===== src/rtl/vga_timing_gen.sv =====
`default_nettype none
// ============================================================================
// Module   : vga_timing_gen
// Purpose  : Video timing generator and pixel-output stage for the HDMI/VGA
//            path. It generates hsync/vsync/data-enable from a free-running
//            pixel/line counter pair. During active pixels it pops one word
//            from a show-ahead pixel FIFO. It can substitute a 32x32
//            checkerboard test pattern, and it raises a sticky flag when the
//            FIFO runs dry during active video.
// Ports    :
//   pixel_clk     in   pixel clock (only clock)
//   pixel_rst     in   asynchronous active-high reset
//   pattern_sel   in   1 = checkerboard, 0 = FIFO data
//   fifo_data     in   [23:0] FIFO head word {R,G,B}
//   fifo_empty    in   FIFO empty
//   fifo_rd       out  pop FIFO head (combinational)
//   clr_underflow in   synchronous clear of underflow flag
//   vga_hs/vs     out  active-low syncs (registered)
//   vga_de        out  data enable (registered)
//   vga_rgb       out  [23:0] pixel colour (registered)
//   pix_x/pix_y   out  [10:0] coordinate of the pixel on vga_rgb
//   frame_start   out  one-cycle pulse alongside pixel (0,0)
//   underflow     out  sticky FIFO underflow flag
// Revision : 1.0 - initial release
// ============================================================================
module vga_timing_gen #(
  parameter int HDISP  = 800,
  parameter int HFP    = 40,
  parameter int HPULSE = 48,
  parameter int HBP    = 40,
  parameter int VDISP  = 480,
  parameter int VFP    = 13,
  parameter int VPULSE = 3,
  parameter int VBP    = 29
) (
  input  logic        pixel_clk,
  input  logic        pixel_rst,
  input  logic        pattern_sel,
  input  logic [23:0] fifo_data,
  input  logic        fifo_empty,
  output logic        fifo_rd,
  input  logic        clr_underflow,
  output logic        vga_hs,
  output logic        vga_vs,
  output logic        vga_de,
  output logic [23:0] vga_rgb,
  output logic [10:0] pix_x,
  output logic [10:0] pix_y,
  output logic        frame_start,
  output logic        underflow
);

  localparam int HTOT = HDISP + HFP + HPULSE + HBP;
  localparam int VTOT = VDISP + VFP + VPULSE + VBP;

  localparam logic [10:0] C_H_DISP   = 11'(HDISP);
  localparam logic [10:0] C_H_SYNC_S = 11'(HDISP + HFP);
  localparam logic [10:0] C_H_SYNC_E = 11'(HDISP + HFP + HPULSE);
  localparam logic [10:0] C_H_LAST   = 11'(HTOT - 1);
  localparam logic [10:0] C_V_DISP   = 11'(VDISP);
  localparam logic [10:0] C_V_SYNC_S = 11'(VDISP + VFP);
  localparam logic [10:0] C_V_SYNC_E = 11'(VDISP + VFP + VPULSE);
  localparam logic [10:0] C_V_LAST   = 11'(VTOT - 1);

  // Counter state
  logic [10:0] hcnt_q, hcnt_d;
  logic [10:0] vcnt_q, vcnt_d;

  // Output-stage state
  logic        hs_q, vs_q, de_q, fs_q, uf_q;
  logic [23:0] rgb_q;
  logic [10:0] x_q, y_q;

  // Next-state values for the output stage
  logic        hs_d, vs_d, de_d, fs_d, uf_d;
  logic [23:0] rgb_d;

  logic        w_active;
  logic        w_uf_set;

  always_comb begin
    hcnt_d = hcnt_q + 11'd1;
    vcnt_d = vcnt_q;
    if (hcnt_q == C_H_LAST) begin
      hcnt_d = 11'd0;
      vcnt_d = (vcnt_q == C_V_LAST) ? 11'd0 : vcnt_q + 11'd1;
    end
  end

  always_comb begin
    w_active = (hcnt_q < C_H_DISP) && (vcnt_q < C_V_DISP);
    // Underflow only counts when the FIFO is actually the pixel source.
    w_uf_set = w_active && !pattern_sel && fifo_empty;
    // Gated with reset so no pop can leak out while the timing is held.
    fifo_rd  = w_active && !pattern_sel && !fifo_empty && !pixel_rst;

    hs_d = !((hcnt_q >= C_H_SYNC_S) && (hcnt_q < C_H_SYNC_E));
    vs_d = !((vcnt_q >= C_V_SYNC_S) && (vcnt_q < C_V_SYNC_E));
    de_d = w_active;
    fs_d = (hcnt_q == 11'd0) && (vcnt_q == 11'd0);

    rgb_d = 24'h000000;
    if (w_active) begin
      if (pattern_sel) begin
        rgb_d = (hcnt_q[5] ^ vcnt_q[5]) ? 24'hFFFFFF : 24'h000000;
      end else if (!fifo_empty) begin
        rgb_d = fifo_data;
      end
    end

    // A fresh underflow takes priority over a clear on the same cycle.
    uf_d = uf_q;
    if (w_uf_set) begin
      uf_d = 1'b1;
    end else if (clr_underflow) begin
      uf_d = 1'b0;
    end
  end

  always_ff @(posedge pixel_clk or posedge pixel_rst) begin
    if (pixel_rst) begin
      hcnt_q <= 11'd0;
      vcnt_q <= 11'd0;
      hs_q   <= 1'b1;
      vs_q   <= 1'b1;
      de_q   <= 1'b0;
      rgb_q  <= 24'h000000;
      x_q    <= 11'd0;
      y_q    <= 11'd0;
      fs_q   <= 1'b0;
      uf_q   <= 1'b0;
    end else begin
      hcnt_q <= hcnt_d;
      vcnt_q <= vcnt_d;
      hs_q   <= hs_d;
      vs_q   <= vs_d;
      de_q   <= de_d;
      rgb_q  <= rgb_d;
      x_q    <= hcnt_q;
      y_q    <= vcnt_q;
      fs_q   <= fs_d;
      uf_q   <= uf_d;
    end
  end

  assign vga_hs      = hs_q;
  assign vga_vs      = vs_q;
  assign vga_de      = de_q;
  assign vga_rgb     = rgb_q;
  assign pix_x       = x_q;
  assign pix_y       = y_q;
  assign frame_start = fs_q;
  assign underflow   = uf_q;

endmodule
`default_nettype wire


===== config.mk =====
export PLATFORM = sky130hd
export DESIGN_NAME = vga_timing_gen
export DESIGN_NICKNAME = d
export VERILOG_FILES = /design/src/rtl/vga_timing_gen.sv
export SDC_FILE = /design/constraint.sdc
export NUM_CORES = 1
export LEC_CHECK = 0
export CORE_UTILIZATION = 53
export CTS_BUF_LIST = sky130_fd_sc_hd__clkbuf_8
export DETAILED_ROUTE_END_ITERATION = 8
export PLACE_DENSITY = 0.94
export SYNTH_ARGS = -nofsm -noshare
export SYNTH_HDL_FRONTEND = slang
export SYNTH_SLANG_ARGS = --single-unit

===== constraint.sdc =====
create_clock -name pixel_clk -period 6.5 [get_ports pixel_clk]
set_input_delay 1.3 -clock pixel_clk [delete_from_list [all_inputs] [get_ports pixel_clk]]
set_output_delay 1.3 -clock pixel_clk [all_outputs]
set_load 0.1 [all_outputs]

# Yosys cells after proc, flatten, opt, wreduce, memory -nomap -nowiden
# Index checks and enable logic that the tools add are counted.
# word_totals
reg_bits,73
out_inout_bits,52
elab_cells,45
# classes
add_sub_neg,2
n_lt_le_gt_ge,6
n_eq_ne,2
muxes,8
bitwise,1
reduce_logical,16
# op_table
operator,count
24-bit 2-to-1 mux,4
11-bit by 1-bit adder with 11-bit output (second input constant),2
11-bit by 10-bit == test with 1-bit output (second input constant),2
11-bit logical NOT,2
11-bit by 10-bit less-than comparator with 1-bit output (second input constant),2
11-bit by 9-bit less-than comparator with 1-bit output (second input constant),2
11-bit 2-to-1 mux,2
11-bit by 10-bit >= comparator with 1-bit output (second input constant),1
11-bit by 9-bit >= comparator with 1-bit output (second input constant),1
1-bit logical AND,8
1-bit logical NOT,5
1-bit 2-to-1 mux,2
2-bit nonzero test,1
1-bit XOR,1

# Longest topological paths before layout
# Gate-level depths: netlist of run 1.
# logic_depth
word_depth,5
ltp_mapped,6
ltp_nobuf,6

# Least setup slack after synthesis of run 1
# No wires, ideal clock.
# synth_path
path_kind,input to output
from,in pattern_sel
to,out fifo_rd
arrival_ps,4397
t_required_ps,5200
setup_slack_ps,803
stages,2
path_buffers,1
cell_sequence,clkbuf_1 > nor4_1
# synth_via
elab_chain_len,4
# synth_rtl
element,line_no,text
start: declaration,38,"input logic pattern_sel,"
1-bit logical NOT,95,fifo_rd = w_active && !pattern_sel && !fifo_empty && !pixel_rst;
1-bit logical AND (3 in a row),95,
end: declaration,41,"output logic fifo_rd,"
# Every way passes these cells.

# Final worst setup path of run 1
# Same ends and word-level chain as after synthesis.

==> results of run 1 <==
[cells by family after synthesis]
family / count (synthesis) / share of synthesized area [%]
simple gates: 89 / 16.8
flops: 73 / 65.2
compound gates: 42 / 8.07
buf+inv: 22 / 3.74
xor+xnor: 13 / 4.06
fa+ha+maj: 5 / 2.23
[state kept, by name, summed over array words and instances, names as in the netlist]
register and count:
frame_start 1, hcnt_q 11, pix_x 11, pix_y 11, underflow 1, vcnt_q 11, vga_de 1, vga_hs 1
vga_rgb 24, vga_vs 1
[layer usage]
| layer | part of all wire (%) | wire, um | up-vias |
|---|---|---|---|
| met1 | 38 | 2530 | 1025 |
| li1 | - | - | 995 |
| met3 | 11 | 710 | 15 |
| met5 | 0 | 0 | - |
| met2 | 50 | 3380 | 119 |
| met4 | 1.5 | 103 | 0 |
[placed cells by master, fill, tap and decap left out, types with 7 or more instances in the layout]
cell and n:
clkdlybuf4s50_1 80, nand2_1 11, a21oi_1 26, nand3_1 12
clkbuf_8 12, inv_1 9, nor2_1 30, dfrtp_1 71
o21ai_0 8, xnor2_1 7
[worst max-delay path, stage by stage]
cell             delay, ns
clkdlybuf4s50_1       0.90
nor4_1                0.44
clkdlybuf4s50_1       1.18
[worst max-delay path by stage]
stage	from	to	slack, ns	depth (start not counted)
after floorplan	pattern_sel	fifo_rd	0.80	2
after global placement	pattern_sel	fifo_rd	1.47	3
after detailed placement	pattern_sel	fifo_rd	1.39	3
after CTS	pattern_sel	fifo_rd	1.39	3
after global routing	pattern_sel	fifo_rd	1.22	3
final	pattern_sel	fifo_rd	1.38	3
[power breakdown]
part	leakage, nW	total [mW]	internal, mW	switching [mW]
combinational	0.628	0.142	0.0368	0.106
sequential	0.910	0.467	0.464	0.00276
clock	0.115	0.360	0.206	0.154
total	1.65	0.969	0.706	0.262
[cells in the mapped netlist]
cell type	instances	area share [%]
xor2_1	6	1.9
nor4b_1	2	0.62
clkbuf_1	9	1.2
ha_1	5	2.2
inv_1	8	1.1
or4_2	1	0.31
or4b_4	1	0.49
or2_2	1	0.22
nor2_1	30	4.0
and3_1	2	0.45
o211ai_1	1	0.27
dfrtp_1	71	63
o21ai_0	8	1.4
nor3_1	4	0.71
dfstp_2	2	1.9
o32ai_1	1	0.31
and2_2	1	0.27
nor4_2	1	0.45
buf_6	2	0.80
nand2_1	11	1.5
a21oi_1	26	4.6
clkinv_1	1	0.13
and4_1	1	0.31
xnor2_1	7	2.2
and4b_1	1	0.36
buf_4	2	0.53
nor3_2	2	0.71
nand3_1	12	2.1
a31oi_1	1	0.22
and2_1	1	0.22
nand4_1	6	1.3
nor4_1	6	1.3
o311ai_0	1	0.31
a21o_1	2	0.53
or3_1	5	1.1
o21ai_1	2	0.36
nor2b_1	1	0.22
[layout make-up]
| class | count | share of cell area, % |
|---|---|---|
| Inverter | 9 | 0.880 |
| Clock buffer | 12 | 4.30 |
| Clock inverter | 4 | 1.11 |
| Tap cell | 70 | 2.28 |
| Multi-Input combinational cell | 149 | 22.7 |
| Sequential cell | 73 | 47.6 |
| Timing Repair Buffer | 81 | 21.0 |
[per-stage QoR]
| step | instances | instance area (um2) | utilization, % | total power, mW |
|---|---|---|---|---|
| global route | 398 | 3840 | 75.2 | 1.00 |
| detailed placement | 382 | 3630 | 71.1 | 0.617 |
| global placement | 382 | 3630 | 71.1 | 0.614 |
| floorplan | 244 | 2810 | - | 0.572 |
| finish | 398 | 3840 | 75.2 | 0.969 |
| CTS | 398 | 3840 | 75.2 | 0.972 |
==> impl_metrics.tcl, run 1 <==
set metrics [dict create \
    status "finished clean" \
    dieArea_mm2 0.00559 \
    arrival_ns 3.82 \
    dieWidth_um 74.8 \
    clock.fmax_mhz 195 \
    multi_input_area_um2 873 \
    slew_violations 0 \
    grt-ovfl-total 0 \
    min-delay-start "vcnt_q[1]" \
    peakVddDrop_mv 0.125 \
    avgSynthCellArea_um2 11.5 \
    finalSetupTns_ns 0 \
    yosysWarnings 0 \
    hold_class "reg -> reg" \
    initial_core_util_pct 55.0 \
    fin_crit_sh_pct 78.8 \
    synth_area_mm2 0.00281 \
    fill_cells 313 \
    worst_r2r_endpoint "vcnt_q[3]" \
    rsz0062_at_grt "no" \
    clock-sinks 73 \
    num_vias 2154 \
    fin_ws_ns 1.38 \
    cp-end-kind "primary output" \
    final_nets 357 \
    seq_area_frac_synth_pct 65.2 \
    grt_use_met1_pct 31.2 \
    syn_nets 278 \
    hpwlAfterDp_um 4400 \
    ant_nets 0 \
    maxSlewHeadroom_pct 31.8 \
    crit_fanout 27 \
    hold_depth 0 \
    tightest_slew_ns 1.02 \
    cts_tree "done" \
    r2r_slack_ns 4.32 \
    grt_pass1_wl_um 10500 \
    required_ns 5.20 \
    core_area_mm2 0.00511 \
    path_class "in -> out" \
    first_global_vias 2044 \
    post_drt_via_cell_ratio 5.41 \
    io_pins 81 \
    holdWs_ns 0.451 \
    n_antenna_cell 0 \
    post-route-min-period_ns 5.12 \
    place_congestion 0.859 \
    grt_max_degree 74 \
    setup_viol 0 \
    num_rows 26 \
    cts-buffers-inserted 9 \
    grt_usage_pct 26.3 \
    yosys_register_bits 73 \
    cts_resized 0 \
    fp.dieH_um 74.8 \
    wl_per_cell_um 16.9 \
    dp_slack_ns 1.39 \
    drive_gt1_share_pct 7.62 \
    ys_types 37 \
    power.leakage_nw 1.65 \
    hold_buffers 0 \
    powerDensity_mw_per_mm2 252 \
    r2r_cells 4 \
    hold_viol 0 \
    clock_skew_ns 0.00536 \
    cts_root_buf "clkbuf_8" \
    syn_to_final_growth_pct 36.8 \
    cts_max_path_buffers 2 \
    holdPathEnd "pix_y[1]" \
    first_iter_violations 142 \
    use_met2_pct 44.1 \
    r2r_start "hcnt_q[5]" \
    cts_setup_buffers 0 \
    firstDrtPassIters 4 \
    drc 0 \
    numPortBuffers 80 \
    path_clk_slew_ns 0.07 \
    clk_latency_ns 0.33 \
    routed_wl_um 6730 \
    cp-start-kind "primary input" \
    antenna_found_initial 0 \
    met3_usage_pct 10.3 \
    synthCells 244 \
    timing.max_cap.violations 0 \
    busiest_layer "met2" \
    htreeDepth 3 \
    final-seq-area_mm2 0.00183 \
]
Power figures use the tool's default switching activity.
==> run 2, diff against run 1 <==
Settings changed: CORE_UTILIZATION 53 to 49, PLACE_DENSITY 0.94 to 0.88.
Clock period 6.5 ns to 5.2 ns, I/O delays scaled along.
==> run 2 against run 1 <==
  * Die area is 7.9% higher
  * Flip-flop and latch count stayed put
  * Final area is 0.23% higher
  * Utilization is 5.3 points lower
  * Worst hold slack better by 0.0044 ns
  * Clock skew is 0.0025 ns higher
  * Largest cell class unchanged
  * Largest power group unchanged
==> impl_metrics.tcl, run 2 (synthesized netlist as in run 1, its figures left out) <==
set metrics [dict create \
    cts_resized 0 \
    setup_viol 0 \
    ant_nets 0 \
    status "finished clean" \
    fp.dieH_um 77.7 \
    dieWidth_um 77.7 \
    final_util_pct 69.9 \
    initial_core_util_pct 51.0 \
    grt_max_degree 43 \
    clock.fmax_mhz 264 \
    p_total_mw 1.24 \
    cp-end-kind "primary output" \
    fill_cells 363 \
    syn_to_final_growth_pct 37.1 \
    post_drt_via_cell_ratio 5.28 \
    final_nets 357 \
    routed_wl_um 6140 \
    tightest_slew_ns 1.02 \
    peakVddDrop_mv 0.150 \
    power.leakage_nw 1.65 \
    cts_root_buf "clkbuf_8" \
    antenna_found_initial 0 \
    num_vias 2113 \
    clock-sinks 73 \
    hpwlAfterDp_um 4100 \
    clock_skew_ns 0.00786 \
    drc 0 \
    largest_reg_flops 24 \
    htreeDepth 3 \
    finalSetupTns_ns 0 \
    place_congestion 0.836 \
    num_rows 27 \
    wl_per_cell_um 15.4 \
    n_antenna_cell 0 \
    maxSlewHeadroom_pct 31.7 \
    cp-start-kind "primary input" \
    hold_buffers 0 \
    drive_gt1_share_pct 8.54 \
    fin_ws_ns 1.41 \
    post-route-min-period_ns 3.79 \
    timing.max_cap.violations 0 \
    slew_violations 0 \
    crit_fanout 27 \
    clk_latency_ns 0.34 \
    dieArea_mm2 0.00604 \
    powerDensity_mw_per_mm2 321 \
    layout_commonest_cell "clkdlybuf4s50_1" \
    cts-buffers-inserted 9 \
    required_ns 4.16 \
    grt_pass1_wl_um 9900 \
    cts_tree "done" \
    arrival_ns 2.75 \
    path_clk_slew_ns 0.07 \
    cts_setup_buffers 0 \
    final_cell_mix "clkdlybuf4s50_1, dfrtp_1, nor2_1, a21oi_1, nand3_1" \
    fin_crit_sh_pct 72.8 \
    first_global_vias 1981 \
    firstDrtPassIters 4 \
    dp_slack_ns 1.48 \
    hold_viol 0 \
    grt-ovfl-total 0 \
    path_class "in -> out" \
    core_area_mm2 0.00551 \
    r2r_slack_ns 3.03 \
    grt_usage_pct 21.9 \
    numPortBuffers 80 \
    cts_max_path_buffers 2 \
    hold_class "reg -> reg" \
    first_iter_violations 117 \
    rsz0062_at_grt "no" \
    io_pins 81 \
]
[run 2: stage by stage]
step           std cells  instance area (um2)  hold slack, ns
2_1_floorplan        244                 2810           0.352
3_3_place_gp         384                 3630           0.439
3_5_place_dp         384                 3630           0.452
4_1_cts              400                 3850           0.464
5_1_grt              400                 3850           0.470
6_report             400                 3850           0.455
[run 2: worst paths after layout]
check | from | to | cells after the start
max | pattern_sel | fifo_rd | 3
min | hcnt_q[1] | pix_x[1] | 0
max reg2reg | hcnt_q[5] | vcnt_q[3] | 4
min reg2reg | hcnt_q[1] | pix_x[1] | 0
max in group asynchronous | pixel_rst | vga_hs | 3
min in group asynchronous | pixel_rst | vga_rgb[18] | 2
[run 2: power breakdown]
part / internal [mW] / switching (mW)
Clock: 0.270 / 0.208
Combinational: 0.0458 / 0.130
Sequential: 0.580 / 0.00343
Total: 0.895 / 0.342
[run 2: per-layer routing]
layer | vias to the layer above | share of wire (%) | global-route usage, %
li1 | 999 | - | -
met5 | - | 0 | 0
met1 | 1008 | 43 | 29.9
met3 | 9 | 9.3 | 6.71
met2 | 97 | 46 | 33.1
met4 | 0 | 1.4 | 8.49
[run 2: worst max-delay path, stage by stage]
cell and delay [ns]:
clkdlybuf4s50_1 0.87, nor4_1 0.48, buf_4 0.35
[run 2: cell type report]
class | count | area, um2 | share of cell area (%)
sequential | 73 | 1830 | 47.5
multi-input combinational | 149 | 873 | 22.7
timing repair buffer | 81 | 806 | 20.9
clock buffer | 9 | 124 | 3.22
clock inverter | 7 | 92.6 | 2.41
tap | 72 | 90.1 | 2.34
inverter | 9 | 33.8 | 0.878
==> run 3, diff against run 2 <==
Clock period 5.2 ns to 3.5 ns, I/O delays scaled along.
==> run 3 against run 2 <==
  * Clock skew is 0.0015 ns higher
  * Sequential share of layout area fell by 0.062 points
  * Largest power group unchanged
  * Critical path type is now reg -> out
  * First-iteration DRC count fell by 19%
  * Flip-flop and latch count unchanged
  * Wire length about the same
  * Sequential power rose by 49%
==> impl_metrics.tcl, run 3 (synthesized netlist as in run 1, its figures left out) <==
set metrics [dict create \
    status "finished clean" \
    timing.max_cap.violations 0 \
    cts_resized 0 \
    drive_gt1_share_pct 9.70 \
    syn_to_final_growth_pct 37.3 \
    firstDrtPassIters 4 \
    wl_per_cell_um 15.3 \
    grt_usage_pct 22.0 \
    io_pins 81 \
    final_nets 359 \
    n_antenna_cell 0 \
    tightest_slew_ns 1.01 \
    crit_fanout 13 \
    clk_latency_ns 0.34 \
    hold_buffers 0 \
    clock.fmax_mhz 389 \
    path_class "reg -> out" \
    clock_skew_ns 0.00941 \
    rsz0062_at_grt "no" \
    powerDensity_mw_per_mm2 452 \
    first_global_vias 2050 \
    core_area_mm2 0.00551 \
    final_cell_mix "clkdlybuf4s50_1, dfrtp_1, nor2_1, a21oi_1" \
    cts_setup_buffers 0 \
    dp_slack_ns 1.05 \
    peakVddDrop_mv 0.236 \
    hpwlAfterDp_um 4170 \
    num_rows 27 \
    first_iter_violations 95 \
    initial_core_util_pct 51.0 \
    required_ns 2.80 \
    clock-sinks 73 \
    fin_crit_sh_pct 73.4 \
    cts_max_path_buffers 2 \
    dieArea_mm2 0.00604 \
    dieWidth_um 77.7 \
    maxSlewHeadroom_pct 32.2 \
    cp-start-kind "flip-flop" \
    post-route-min-period_ns 2.57 \
    htreeDepth 3 \
    finalSetupTns_ns 0 \
    cts-buffers-inserted 9 \
    grt_pass1_wl_um 10000 \
    numPortBuffers 80 \
    fill_cells 359 \
    grt_max_degree 40 \
    antenna_found_initial 0 \
    ant_nets 0 \
    slew_violations 0 \
    cp-end-kind "primary output" \
    setup_viol 0 \
    hold_viol 0 \
    fin_ws_ns 0.930 \
    grt-ovfl-total 0 \
    path_clk_slew_ns 0.08 \
    arrival_ns 1.87 \
    layout_commonest_cell "clkdlybuf4s50_1" \
    routed_wl_um 6140 \
    power.leakage_nw 1.65 \
    fp.dieH_um 77.7 \
    drc 0 \
    num_vias 2135 \
    post_drt_via_cell_ratio 5.31 \
    place_congestion 0.816 \
    largest_reg_flops 24 \
    hold_class "reg -> reg" \
    cts_root_buf "clkbuf_8" \
    cts_tree "done" \
]
-- run 3: path summary, 6_finish.rpt --
| kind | start | to | slack, ns | cells past startpoint |
|---|---|---|---|---|
| min reg2reg | vcnt_q[1] | pix_y[1] | 0.47 | 0 |
| min in group asynchronous | pixel_rst | vga_rgb[17] | 0.88 | 2 |
| max in group asynchronous | pixel_rst | vga_vs | 1.82 | 3 |
| min | vcnt_q[1] | pix_y[1] | 0.47 | 0 |
| max reg2reg | hcnt_q[5] | vcnt_q[3] | 1.34 | 4 |
| max | hcnt_q[5] | fifo_rd | 0.93 | 4 |
-- run 3: cell type report --
type	instances	area, um2	area share [%]
Clock inverter	4	27.5	0.714
Timing Repair Buffer	83	828	21.5
Multi-Input combinational cell	149	880	22.8
Tap cell	72	90.1	2.34
Inverter	9	33.8	0.877
Sequential cell	73	1830	47.5
Clock buffer	12	165	4.29
-- run 3: worst max-delay path: stages (launching register included) --
cell,delay (ns)
dfrtp_1,0.52
nor3_1,0.26
o211ai_1,0.22
nor4_2,0.30
buf_12,0.22
-- run 3: report_power, final --
group / switching (mW) / internal (mW)
Clock: 0.296 / 0.315
Sequential: 0.00490 / 0.862
Combinational: 0.193 / 0.0706
-- run 3: layer usage --
layer  up-vias  GRT usage, %  routed length, um
li1       1000             -                  -
met1      1022          29.3               2680
met2       107          34.6               2940
met4         0          7.92                 48
met5         -             0                  0
met3         6          5.88                473
-- run 3: through the flow --
step / power (mW) / instances / util [%] / hold WS [ns] / area, um2
after CTS: 1.76 / 402 / 70.0 / 0.459 / 3850
after detailed placement: 1.15 / 386 / 66.5 / 0.452 / 3660
after global routing: 1.81 / 402 / 70.0 / 0.487 / 3850
final: 1.74 / 402 / 70.0 / 0.469 / 3850
after floorplan: 1.06 / 244 / - / 0.352 / 2810
after global placement: 1.14 / 386 / 66.5 / 0.451 / 3660
